--- src/rtl/mt32_pkg.sv ---
`default_nettype none
// +----------------------------------------------------------------------------+
// | Module : mt32_pkg                                                          |
// | Shared constants, state encoding and the init_genrand step function for    |
// | the MT19937 sequencer (mt32_ctrl, mt32_seed_seq, mt32_if).                 |
// |   MT_N       : number of 32-bit state words                                |
// |   MT_AW      : state RAM address width                                     |
// |   SEED_MULT  : init_genrand multiplier (1812433253)                        |
// |   TEMPER_*   : tempering masks used by the generator core                  |
// | Revision : 1.0 - initial release                                           |
// +----------------------------------------------------------------------------+
package mt32_pkg;

  localparam int          MT_N      = 624;
  localparam int          MT_AW     = 10;
  localparam logic [31:0] SEED_MULT = 32'h6C078965;
  localparam logic [31:0] TEMPER_B  = 32'h9D2C5680;
  localparam logic [31:0] TEMPER_C  = 32'hEFC60000;

  // Index of the final seed word; the seed walk stops after writing it.
  localparam logic [MT_AW-1:0] LAST_IDX = MT_AW'(MT_N - 1);

  typedef enum logic [2:0] {
    IDLE = 3'd0,
    SEED = 3'd1,
    INIT = 3'd2,
    WAIT = 3'd3,
    RUN  = 3'd4
  } mt32_state_t;

  // word(i) = SEED_MULT * (w ^ (w >> 30)) + i, keeping only the low 32 bits.
  function automatic logic [31:0] seed_next(input logic [31:0] w,
                                            input logic [MT_AW-1:0] i);
    return (SEED_MULT * (w ^ (w >> 30))) + 32'(i);
  endfunction

endpackage
`default_nettype wire

--- src/rtl/mt32_if.sv ---
`default_nettype none
// +----------------------------------------------------------------------------+
// | Module : mt32_if                                                           |
// | Bundle of every non-clock signal of mt32_ctrl.                             |
// |   seed/seed_load            : seeding request from the host                |
// |   busy                      : sequencer is seeding or waiting for data     |
// |   rnd_data/valid/ready      : random-word stream to the consumer           |
// |   gen_init/gen_update       : commands to the MT19937 generator core       |
// |   gen_dout/gen_dout_en      : generator tempered output                    |
// |   gen_waddr/wen/wdata       : generator state write-back request           |
// |   ram_waddr/wen/wdata       : arbitrated state RAM write port              |
// | slave  = controller side, master = surrounding system side.                |
// | Revision : 1.0 - initial release                                           |
// +----------------------------------------------------------------------------+
interface mt32_if;
  import mt32_pkg::*;

  logic [31:0]      seed;
  logic             seed_load;
  logic             busy;
  logic [31:0]      rnd_data;
  logic             rnd_valid;
  logic             rnd_ready;
  logic             gen_init;
  logic             gen_update;
  logic [31:0]      gen_dout;
  logic             gen_dout_en;
  logic [MT_AW-1:0] gen_waddr;
  logic             gen_wen;
  logic [31:0]      gen_wdata;
  logic [MT_AW-1:0] ram_waddr;
  logic             ram_wen;
  logic [31:0]      ram_wdata;

  modport slave (
    input  seed, seed_load, rnd_ready,
    input  gen_dout, gen_dout_en, gen_waddr, gen_wen, gen_wdata,
    output busy, rnd_data, rnd_valid, gen_init, gen_update,
    output ram_waddr, ram_wen, ram_wdata
  );

  modport master (
    output seed, seed_load, rnd_ready,
    output gen_dout, gen_dout_en, gen_waddr, gen_wen, gen_wdata,
    input  busy, rnd_data, rnd_valid, gen_init, gen_update,
    input  ram_waddr, ram_wen, ram_wdata
  );

endinterface
`default_nettype wire

--- src/rtl/mt32_seed_seq.sv ---
`default_nettype none
// +----------------------------------------------------------------------------+
// | Module : mt32_seed_seq                                                     |
// | Walks init_genrand over the state RAM: one word per cycle, index 0..N-1.   |
// |   clk, reset : clock, synchronous active-high reset                        |
// |   start      : (re)start the walk at index 0 with 'seed'                   |
// |   seed       : seed value, captured on start                               |
// |   wen        : a word is being written this cycle                          |
// |   waddr      : word index                                                  |
// |   wdata      : word value                                                  |
// |   done       : final word is being written this cycle                      |
// | Revision : 1.0 - initial release                                           |
// +----------------------------------------------------------------------------+
module mt32_seed_seq
  import mt32_pkg::*;
(
  input  logic             clk,
  input  logic             reset,
  input  logic             start,
  input  logic [31:0]      seed,
  output logic             wen,
  output logic [MT_AW-1:0] waddr,
  output logic [31:0]      wdata,
  output logic             done
);

  logic [MT_AW-1:0] r_idx;
  logic [31:0]      r_prev;   // word(r_idx), written this cycle
  logic             r_active;

  logic             w_last;
  logic [31:0]      w_next;

  always_comb begin
    w_last = (r_idx == LAST_IDX);
    // The only multiplier in the sequencer; the next word is ready one
    // cycle ahead so the walk sustains one write per cycle.
    w_next = seed_next(r_prev, r_idx + 1'b1);
  end

  always_ff @(posedge clk) begin
    if (reset) begin
      r_active <= 1'b0;
      r_idx    <= '0;
      r_prev   <= '0;
    end else if (start) begin
      // A restart mid-walk simply rewrites from index 0.
      r_active <= 1'b1;
      r_idx    <= '0;
      r_prev   <= seed;
    end else if (r_active) begin
      if (w_last) begin
        r_active <= 1'b0;
      end else begin
        r_idx  <= r_idx + 1'b1;
        r_prev <= w_next;
      end
    end
  end

  always_comb begin
    wen   = r_active;
    waddr = r_idx;
    wdata = r_prev;
    done  = r_active & w_last;
  end

endmodule
`default_nettype wire

--- src/rtl/mt32_ctrl.sv ---
`default_nettype none
// +----------------------------------------------------------------------------+
// | Module : mt32_ctrl                                                         |
// | Sequencer for an MT19937 core. Seeds the 624x32 state RAM, pulses          |
// | gen_init, then exposes the generator as a valid/ready stream whose         |
// | accepts become gen_update. Owns the RAM write port.                        |
// |   clk   : single clock                                                     |
// |   reset : synchronous, active-high                                         |
// |   bus   : mt32_if.slave - seed request, stream, generator and RAM ports    |
// | States: IDLE -> SEED (624 writes) -> INIT (1 cycle) -> WAIT -> RUN.        |
// | seed_load from any state restarts at SEED.                                 |
// | Revision : 1.0 - initial release                                           |
// +----------------------------------------------------------------------------+
module mt32_ctrl
  import mt32_pkg::*;
(
  input  logic  clk,
  input  logic  reset,
  mt32_if.slave bus
);

  mt32_state_t      r_state;
  mt32_state_t      w_next_state;

  logic             w_seq_wen;
  logic [MT_AW-1:0] w_seq_waddr;
  logic [31:0]      w_seq_wdata;
  logic             w_seq_done;
  logic             w_stream;

  mt32_seed_seq u_seed_seq (
    .clk   (clk),
    .reset (reset),
    .start (bus.seed_load),
    .seed  (bus.seed),
    .wen   (w_seq_wen),
    .waddr (w_seq_waddr),
    .wdata (w_seq_wdata),
    .done  (w_seq_done)
  );

  // State register
  always_ff @(posedge clk) begin
    if (reset) begin
      r_state <= IDLE;
    end else begin
      r_state <= w_next_state;
    end
  end

  // Next-state logic; seed_load wins over every other transition.
  always_comb begin
    w_next_state = r_state;
    if (bus.seed_load) begin
      w_next_state = SEED;
    end else begin
      case (r_state)
        IDLE: w_next_state = IDLE;
        SEED: if (w_seq_done) w_next_state = INIT;
        INIT: w_next_state = WAIT;
        WAIT: if (bus.gen_dout_en) w_next_state = RUN;
        RUN:  w_next_state = RUN;
        default: w_next_state = IDLE;
      endcase
    end
  end

  // Outputs. gen_dout_en is only trusted once the generator has been
  // initialised (WAIT/RUN); any level left over from before a reseed is
  // masked so that no update can reach the RAM while it is being seeded.
  always_comb begin
    w_stream       = (r_state == WAIT) || (r_state == RUN);
    bus.busy       = (r_state == SEED) || (r_state == INIT) || (r_state == WAIT);
    bus.gen_init   = (r_state == INIT);
    bus.rnd_valid  = w_stream & bus.gen_dout_en;
    bus.gen_update = w_stream & bus.gen_dout_en & bus.rnd_ready;
    bus.rnd_data   = bus.gen_dout;

    if (r_state == SEED) begin
      bus.ram_wen   = w_seq_wen;
      bus.ram_waddr = w_seq_waddr;
      bus.ram_wdata = w_seq_wdata;
    end else begin
      bus.ram_wen   = bus.gen_wen;
      bus.ram_waddr = bus.gen_waddr;
      bus.ram_wdata = bus.gen_wdata;
    end
  end

endmodule
`default_nettype wire

--- src/flat_wrapper.sv ---
// flat-port wrapper written by rule: the top's interface ports become plain ports
module mt32_ctrl_flat import mt32_pkg::*;
  (clk, reset, bus_seed, bus_seed_load, bus_rnd_ready, bus_gen_dout, bus_gen_dout_en, bus_gen_waddr, bus_gen_wen, bus_gen_wdata, bus_busy, bus_rnd_data, bus_rnd_valid, bus_gen_init, bus_gen_update, bus_ram_waddr, bus_ram_wen, bus_ram_wdata);
  mt32_if bus_i ();
  input  logic clk;
  input  logic reset;
  input wire logic [$bits(bus_i.seed)-1:0] bus_seed;
  input wire logic [$bits(bus_i.seed_load)-1:0] bus_seed_load;
  input wire logic [$bits(bus_i.rnd_ready)-1:0] bus_rnd_ready;
  input wire logic [$bits(bus_i.gen_dout)-1:0] bus_gen_dout;
  input wire logic [$bits(bus_i.gen_dout_en)-1:0] bus_gen_dout_en;
  input wire logic [$bits(bus_i.gen_waddr)-1:0] bus_gen_waddr;
  input wire logic [$bits(bus_i.gen_wen)-1:0] bus_gen_wen;
  input wire logic [$bits(bus_i.gen_wdata)-1:0] bus_gen_wdata;
  output wire logic [$bits(bus_i.busy)-1:0] bus_busy;
  output wire logic [$bits(bus_i.rnd_data)-1:0] bus_rnd_data;
  output wire logic [$bits(bus_i.rnd_valid)-1:0] bus_rnd_valid;
  output wire logic [$bits(bus_i.gen_init)-1:0] bus_gen_init;
  output wire logic [$bits(bus_i.gen_update)-1:0] bus_gen_update;
  output wire logic [$bits(bus_i.ram_waddr)-1:0] bus_ram_waddr;
  output wire logic [$bits(bus_i.ram_wen)-1:0] bus_ram_wen;
  output wire logic [$bits(bus_i.ram_wdata)-1:0] bus_ram_wdata;
  assign bus_i.seed = bus_seed;
  assign bus_i.seed_load = bus_seed_load;
  assign bus_i.rnd_ready = bus_rnd_ready;
  assign bus_i.gen_dout = bus_gen_dout;
  assign bus_i.gen_dout_en = bus_gen_dout_en;
  assign bus_i.gen_waddr = bus_gen_waddr;
  assign bus_i.gen_wen = bus_gen_wen;
  assign bus_i.gen_wdata = bus_gen_wdata;
  assign bus_busy = bus_i.busy;
  assign bus_rnd_data = bus_i.rnd_data;
  assign bus_rnd_valid = bus_i.rnd_valid;
  assign bus_gen_init = bus_i.gen_init;
  assign bus_gen_update = bus_i.gen_update;
  assign bus_ram_waddr = bus_i.ram_waddr;
  assign bus_ram_wen = bus_i.ram_wen;
  assign bus_ram_wdata = bus_i.ram_wdata;
  mt32_ctrl u_core (.clk(clk), .reset(reset), .bus(bus_i));
endmodule
--- config.mk ---
export PLATFORM = sky130hd
export DESIGN_NAME = mt32_ctrl_flat
export DESIGN_NICKNAME = d
export VERILOG_FILES = /design/src/rtl/mt32_pkg.sv /design/src/rtl/mt32_if.sv /design/src/rtl/mt32_seed_seq.sv /design/src/rtl/mt32_ctrl.sv /design/src/flat_wrapper.sv
export SDC_FILE = /design/constraint.sdc
export NUM_CORES = 1
export LEC_CHECK = 0
export BUFFER_PORTS_ARGS = -buffer_cell sky130_fd_sc_hd__clkbuf_2
export CORE_MARGIN = 8
export CORE_UTILIZATION = 60
export DETAILED_ROUTE_END_ITERATION = 12
export GPL_TIMING_DRIVEN = 0
export HOLD_SLACK_MARGIN = 0.15
export PLACE_DENSITY_LB_ADDON = 0.05
export SYNTH_ARGS = -nofsm -noshare
export SYNTH_HDL_FRONTEND = slang
export SYNTH_SLANG_ARGS = --single-unit
--- constraint.sdc ---
create_clock -name clk -period 8.21 [get_ports clk]
set_input_delay 0.4105 -clock clk [delete_from_list [all_inputs] [get_ports clk]]
set_output_delay 0.4105 -clock clk [all_outputs]
set_load 0.02 [all_outputs]
==> results of run 1 <==
## synth_stat cells (12+ instances only)
master    instances
inv_1           272
ha_1            238
fa_1            153
nand2_1          63
a21oi_1          61
nor2_1           54
dfxtp_1          46
mux2_2           43
xnor2_1          41
buf_4            32
xor2_1           24
o21ai_0          21
clkbuf_1         17
nor3_1           14
a211oi_1         13
nand3_1          12
## flip-flops by register name, indices dropped and copies added, names as in the netlist
| register | flops |
|---|---|
| u_core.u_seed_seq.wdata | 32 |
| u_core.u_seed_seq.waddr | 10 |
| u_core.r_state | 3 |
| u_core.u_seed_seq.wen | 1 |
## worst max-delay path: stages (launching register included)
cell and delay, ns:
dfxtp_1 0.42, xor2_1 0.62, buf_6 0.24, xor2_2 0.22, ha_1 0.28, or2_2 0.30, ha_1 0.28, inv_1 0.05
fa_1 0.47, inv_1 0.05, ha_1 0.18, fa_1 0.46, fa_1 0.51, fa_1 0.49, inv_1 0.05, fa_1 0.48
inv_1 0.04, ha_1 0.36, a211o_1 0.32, a21oi_1 0.17, nor2b_1 0.26, nor3_1 0.10, a21oi_2 0.24, o21ai_1 0.20
o31ai_1 0.29, mux2i_1 0.29, o21ai_1 0.10
## layout make-up
type	instances	share of cell area, %
Multi-Input combinational cell	841	71.8
Inverter	272	8.16
Sequential cell	46	7.36
Timing Repair Buffer	158	6.37
Buffer	60	2.84
Tap cell	234	2.34
Clock buffer	6	1.03
Clock inverter	1	0.0600
## per-stage QoR
| step | std cells | instance area, µm² | hold slack, ns |
|---|---|---|---|
| final | 1618 | 12500 | 0.367 |
| after global routing | 1618 | 12500 | 0.382 |
| after CTS | 1618 | 12500 | 0.360 |
| after detailed placement | 1611 | 12400 | 0.481 |
| after global placement | 1610 | 12300 | 0.483 |
| after floorplan | 1219 | 11300 | 0.458 |
## worst max-delay path by stage
| stage | startpoint | to | slack [ns] | cells after the start |
|---|---|---|---|---|
| 4_1_cts | u_core.u_seed_seq.wdata[30]$_SDFFE_PP0P_ | u_core.u_seed_seq.wdata[31]$_SDFFE_PP0P_ | 0.21 | 25 |
| 2_1_floorplan | u_core.u_seed_seq.wdata[31]$_SDFFE_PP0P_ | u_core.u_seed_seq.wdata[31]$_SDFFE_PP0P_ | 1.70 | 25 |
| 6_report | u_core.u_seed_seq.wdata[31]$_SDFFE_PP0P_ | u_core.u_seed_seq.wdata[31]$_SDFFE_PP0P_ | 0.58 | 26 |
| 3_3_place_gp | u_core.u_seed_seq.wdata[30]$_SDFFE_PP0P_ | u_core.u_seed_seq.wdata[31]$_SDFFE_PP0P_ | -0.35 | 25 |
| 3_5_place_dp | u_core.u_seed_seq.wdata[30]$_SDFFE_PP0P_ | u_core.u_seed_seq.wdata[31]$_SDFFE_PP0P_ | 0.26 | 25 |
| 5_1_grt | u_core.u_seed_seq.wdata[31]$_SDFFE_PP0P_ | u_core.u_seed_seq.wdata[31]$_SDFFE_PP0P_ | 0.26 | 26 |
## repair_timing
item / CTS / global route
hold endpoints to repair: 0 / 0
endpoints found under the setup margin: 0 / 1
resized for setup: 0 / 2
## per-layer routing
metal / global-route usage (%) / vias up / routed length [µm]
li1: - / 4239 / -
met1: 35.2 / 4231 / 13500
met2: 47.2 / 284 / 15100
met3: 3.21 / 59 / 1680
met4: 7.78 / 0 / 992
met5: 0 / - / 0
## layout by cell type (no fill, tap or decap), types with 4 or more instances in the layout
| cell | n |
|---|---|
| dfxtp_1 | 46 |
| fa_1 | 153 |
| nand2_1 | 63 |
| a21oi_2 | 4 |
| a31oi_1 | 4 |
| a221oi_1 | 11 |
| nand3_1 | 12 |
| nor2_1 | 54 |
| clkbuf_1 | 18 |
| xor2_1 | 22 |
| or3_1 | 7 |
| buf_4 | 32 |
| a21o_1 | 7 |
| and2_1 | 6 |
| mux2_2 | 43 |
| a21oi_1 | 61 |
| inv_1 | 272 |
| buf_2 | 8 |
| clkbuf_16 | 5 |
| xnor2_1 | 41 |
| nor2b_1 | 4 |
| o21ai_0 | 21 |
| ha_1 | 238 |
| nor3_1 | 14 |
| mux2i_1 | 4 |
| clkbuf_2 | 157 |
| a211oi_1 | 13 |
| and3_1 | 8 |
## kinds of logic (layout without fill, tap and decap cells)
family | after synthesis | in the layout | synth area share (%)
xor+xnor | 65 | 65 | 5.06
compound gates | 151 | 151 | 8.56
fa+ha+maj | 391 | 391 | 53.6
mux | 47 | 47 | 4.66
simple gates | 187 | 187 | 7.69
flops | 46 | 46 | 8.18
buf+inv | 332 | 497 | 12.2
==> out/summary.txt, run 1 <==
Final Slew Violations: 0
Worst R2R Start: u_core.u_seed_seq.wdata[31]$_SDFFE_PP0P_
DP HPWL: 25900 µm
CTS max path bufs: 2
Setup crit start kind: flip-flop
Vias: 8813
wire length per cell: 19.3 µm
CTS tree: yes
vias per cell: 5.45
Syn Area/Cell: 9.24 µm²
gate count after technology mapping: 1219
Yosys Warn Count: 0
die footprint: 23400 µm²
grt total ovfl: 0
DRT iter0 DRCs: 424
fillers: 1583
register area share after synthesis: 8.18%
Die X-Extent: 153 µm
fin crit period: 7.63 ns
Nets: 1887
Hold Path Sink: u_core.u_seed_seq.wdata[0]$_SDFFE_PP0P_
status: completed
hold buffers post-CTS: 0
# Max-Cap Violations: 0
Sequential Area: 921 µm²
Tcrit/Tclk final: 93.0%
initial antenna violation count: 0
worst skew pair latency: 0.29 ns
largest area contributor in the netlist: fa_1
htree depth: 2
# diodes: 0
Worst-path clk slew: 0.06 ns
Initial DRT Pass Iterations: 5
largest net degree at the start of global routing: 14
I/O pin count: 191
first-pass GRT wire length: 50200 µm
final worst clock skew: 0.00419 ns
R2R Path End: u_core.u_seed_seq.wdata[31]$_SDFFE_PP0P_
DRT Wirelength: 31300 µm
Core ar.: 18600 µm²
Worst Path Required: 8.37 ns
final setup TNS: 0 ns
ys flop type: dfxtp_1
Die H: 153 µm
FP Rows: 50
worst slew pin tran: 1.01 ns
layout cells sized above 1: 19.0%
top cells by area, synth: fa_1 (27%), ha_1 (26%), inv_1 (9.1%)
CP Max Fanout: 7
cts bufs inserted: 5
CTS sink cnt: 46
number of distinct library cells after synthesis: 58
final setup violating endpoints: 0
DR DRC count: 0
fraction of registers with async set/reset: 0%
area delta synth->final: 11.1%
post-place setup slack: 0.258 ns
R2R Setup Slk: 0.58 ns
Yosys top cell area share: 27.2%
Worst Hold Class: input port to flip-flop
crit end category: flip-flop
Detail Route Antenna Nets: 0
Setup Buffers After CTS: 0
hold path startpoint: bus_seed[0]
Hold Path Stages: 3
Mapped Area: 11300 µm²
max_slew headroom: 32.5%
worst setup margin: 0.575 ns
vias in the first global route: 9398
I/O Buffers: 157
Max Freq: 131 MHz
Yosys reg bits: 46
Initial Util: 60.6%
gr usage total: 27.2%
Post-synth EDFFs: 0
Root Buffer: clkbuf_16
Setup Crit Path Kind: flip-flop to flip-flop
setup repair after global routing missed its margin: false
Placer Congestion: 0.940
Register-to-Register Path Depth: 26
final core utilization: 67.3%
area of the multi-input gates: 8990 µm²
CP Data Arrival Time: 7.79 ns
Mapped Nets: 1722
Fin. Hold Viols: 0
Power of run 1 is left out: the tool's default activity adds up to more than one toggle a clock period on the data nets, which glitch-free logic cannot reach.
==> inputs of run 2 (changes only) <==
Settings changed: BUFFER_PORTS_ARGS -buffer_cell sky130_fd_sc_hd__clkbuf_2 to default, DONT_BUFFER_PORTS from default to 1.
Clock period 8.21 ns to 7.05 ns, I/O delays scaled along.
==> out/summary.txt, run 2 (synthesis results as in run 1) <==
status: completed (unchanged)
metal3 WL: 1770 µm (was 1680 µm)
max FFs per register: 32 (unchanged)
CP Capture Point: u_core.u_seed_seq.wdata[31]$_SDFFE_PP0P_ (unchanged)
CP startpoint: u_core.u_seed_seq.wdata[30]$_SDFFE_PP0P_ (was u_core.u_seed_seq.wdata[31]$_SDFFE_PP0P_)
I/O pin count: 191 (unchanged)
area delta synth->final: 5.28% (was 11.1%)
Detail Route Antenna Nets: 0 (unchanged)
DRT iter0 DRCs: 398 (was 424)
Worst-path clk slew: 0.07 ns (was 0.06 ns)
delay of the slowest critical-path stage: 0.52 ns (was 0.62 ns)
FP Rows: 50 (unchanged)
worst skew pair latency: 0.30 ns (was 0.29 ns)
R2R Path End: u_core.u_seed_seq.wdata[31]$_SDFFE_PP0P_ (unchanged)
first-pass GRT wire length: 49800 µm (was 50200 µm)
Die X-Extent: 153 µm (unchanged)
worst hold slack: 0.198 ns (was 0.367 ns)
Setup crit start kind: flip-flop (unchanged)
vias per cell: 5.67 (was 5.45)
instance count on the critical path: 25 (was 26)
CP Data Arrival Time: 6.90 ns (was 7.79 ns)
Worst R2R Start: u_core.u_seed_seq.wdata[30]$_SDFFE_PP0P_ (was u_core.u_seed_seq.wdata[31]$_SDFFE_PP0P_)
gr usage total: 27.1% (was 27.2%)
# diodes: 0 (unchanged)
worst path bufs/invs: 4 (was 5)
Placer Congestion: 0.920 (was 0.940)
Vias: 8309 (was 8813)
Met2 Wirelength: 15100 µm (about the same)
most frequent cells in the layout: inv_1 (272), ha_1 (238), fa_1 (153) (was inv_1 (272), ha_1 (238), clkbuf_2 (157))
Die H: 153 µm (unchanged)
die footprint: 23400 µm² (unchanged)
vias in the first global route: 9080 (was 9398)
DRT Wirelength: 30800 µm (was 31300 µm)
layout cells sized above 1: 10.6% (was 19.0%)
Tcrit/Tclk final: 95.5% (was 93.0%)
setup repair after global routing missed its margin: false (unchanged)
Finished Layout Cells: 1466 (was 1618)
worst slew pin tran: 0.990 ns (was 1.01 ns)
DP HPWL: 25200 µm (was 25900 µm)
Core ar.: 18600 µm² (unchanged)
grt total ovfl: 0 (unchanged)
final core utilization: 63.8% (was 67.3%)
most common cell after layout, fill and taps aside: inv_1 (unchanged)
Nets: 1734 (was 1887)
Max Freq: 148 MHz (was 131 MHz)
Max stage delay cell, worst path: fa_1 (was xor2_1)
Top Family by Delay on Critical Path: adder cells (unchanged)
R2R Setup Slk: 0.32 ns (was 0.58 ns)
final setup violating endpoints: 0 (unchanged)
hold buffers post-CTS: 0 (unchanged)
DR DRC count: 0 (unchanged)
wire length per cell: 21.0 µm (was 19.3 µm)
Worst Path Required: 7.22 ns (was 8.37 ns)
Worst Hold Class: input port to flip-flop (unchanged)
wl on met1: 13300 µm (was 13500 µm)
largest net degree at the start of global routing: 17 (was 14)
Setup Crit Path Kind: flip-flop to flip-flop (unchanged)
CTS tree: yes (unchanged)
top sig layer: met5 (was met4)
CTS max path bufs: 2 (unchanged)
Final Slew Violations: 0 (unchanged)
most frequent CP cell: fa_1 (unchanged)
placed insts: 1453 (was 1611)
max_slew headroom: 33.9% (was 32.5%)
cts bufs inserted: 5 (unchanged)
Initial DRT Pass Iterations: 5 (unchanged)
crit end category: flip-flop (unchanged)
initial antenna violation count: 1 (was 0)
htree depth: 2 (unchanged)
final worst clock skew: 0.00989 ns (was 0.00419 ns)
final setup TNS: 0 ns (unchanged)
hold path startpoint: bus_seed[23] (was bus_seed[0])
I/O Buffers: 0 (was 157)
CTS sink cnt: 46 (unchanged)
CP Max Fanout: 7 (unchanged)
# Max-Cap Violations: 0 (unchanged)
fin crit period: 6.73 ns (was 7.63 ns)
Root Buffer: clkbuf_16 (unchanged)
Fin. Hold Viols: 0 (unchanged)
Initial Util: 60.6% (unchanged)
Register-to-Register Path Depth: 25 (was 26)
## run 2: cell type report
class	count	area, µm²
plain buffers	59	352
clock buffers	5	125
clock inverters	3	23.8
fillers	1655	6730
inverters	272	1020
multi-input cells	841	9040
flip-flops and latches	46	945
well taps	234	293
repair buffers	6	57.6
## run 2: how the worst min path moves through the flow
| stage | to | cells past startpoint |
|---|---|---|
| global route | u_core.u_seed_seq.wdata[0]$_SDFFE_PP0P_ | 2 |
| finish | u_core.u_seed_seq.wdata[23]$_SDFFE_PP0P_ | 2 |
| CTS | u_core.u_seed_seq.wdata[23]$_SDFFE_PP0P_ | 2 |
| detailed placement | u_core.u_seed_seq.waddr[1]$_SDFFE_PP0P_ | 2 |
| floorplan | u_core.u_seed_seq.waddr[1]$_SDFFE_PP0P_ | 2 |
| global placement | u_core.u_seed_seq.waddr[1]$_SDFFE_PP0P_ | 2 |
## run 2: worst reg2reg max path: stages, from the launching register on
cell	delay [ns]
dfxtp_4	0.42
xor2_4	0.33
xor2_4	0.18
ha_1	0.20
or2_2	0.30
ha_1	0.27
inv_1	0.05
fa_1	0.48
inv_1	0.05
ha_1	0.18
fa_1	0.46
fa_1	0.52
fa_1	0.50
inv_1	0.06
fa_1	0.48
inv_1	0.04
ha_1	0.36
a211o_1	0.32
a21oi_1	0.18
and3_1	0.21
o31ai_1	0.10
a21oi_2	0.23
o21ai_2	0.15
o31ai_2	0.24
mux2i_1	0.23
o21ai_1	0.09
## run 2: per-layer routing
layer | vias up | global-route usage [%]
li1 | 3932 | -
met1 | 4102 | 34.9
met2 | 234 | 47.1
met3 | 39 | 4.20
met4 | 2 | 5.70
met5 | - | 0
## run 2: what timing repair did
action | in CTS | in global routing
resized for setup | 10 | 15
pin swaps | 2 | 3
endpoints found under the setup margin | 12 | 10
buffers inserted | 3 | 3
## run 2: through the flow
| step | area [µm²] | worst slack [ns] |
|---|---|---|
| floorplan | 11300 | 0.541 |
| global placement | 11600 | -1.54 |
| detailed placement | 11600 | -1.27 |
| CTS | 11800 | 0.0240 |
| global route | 11900 | 0.00822 |
| finish | 11900 | 0.315 |
Power of run 2 is left out for the same reason.
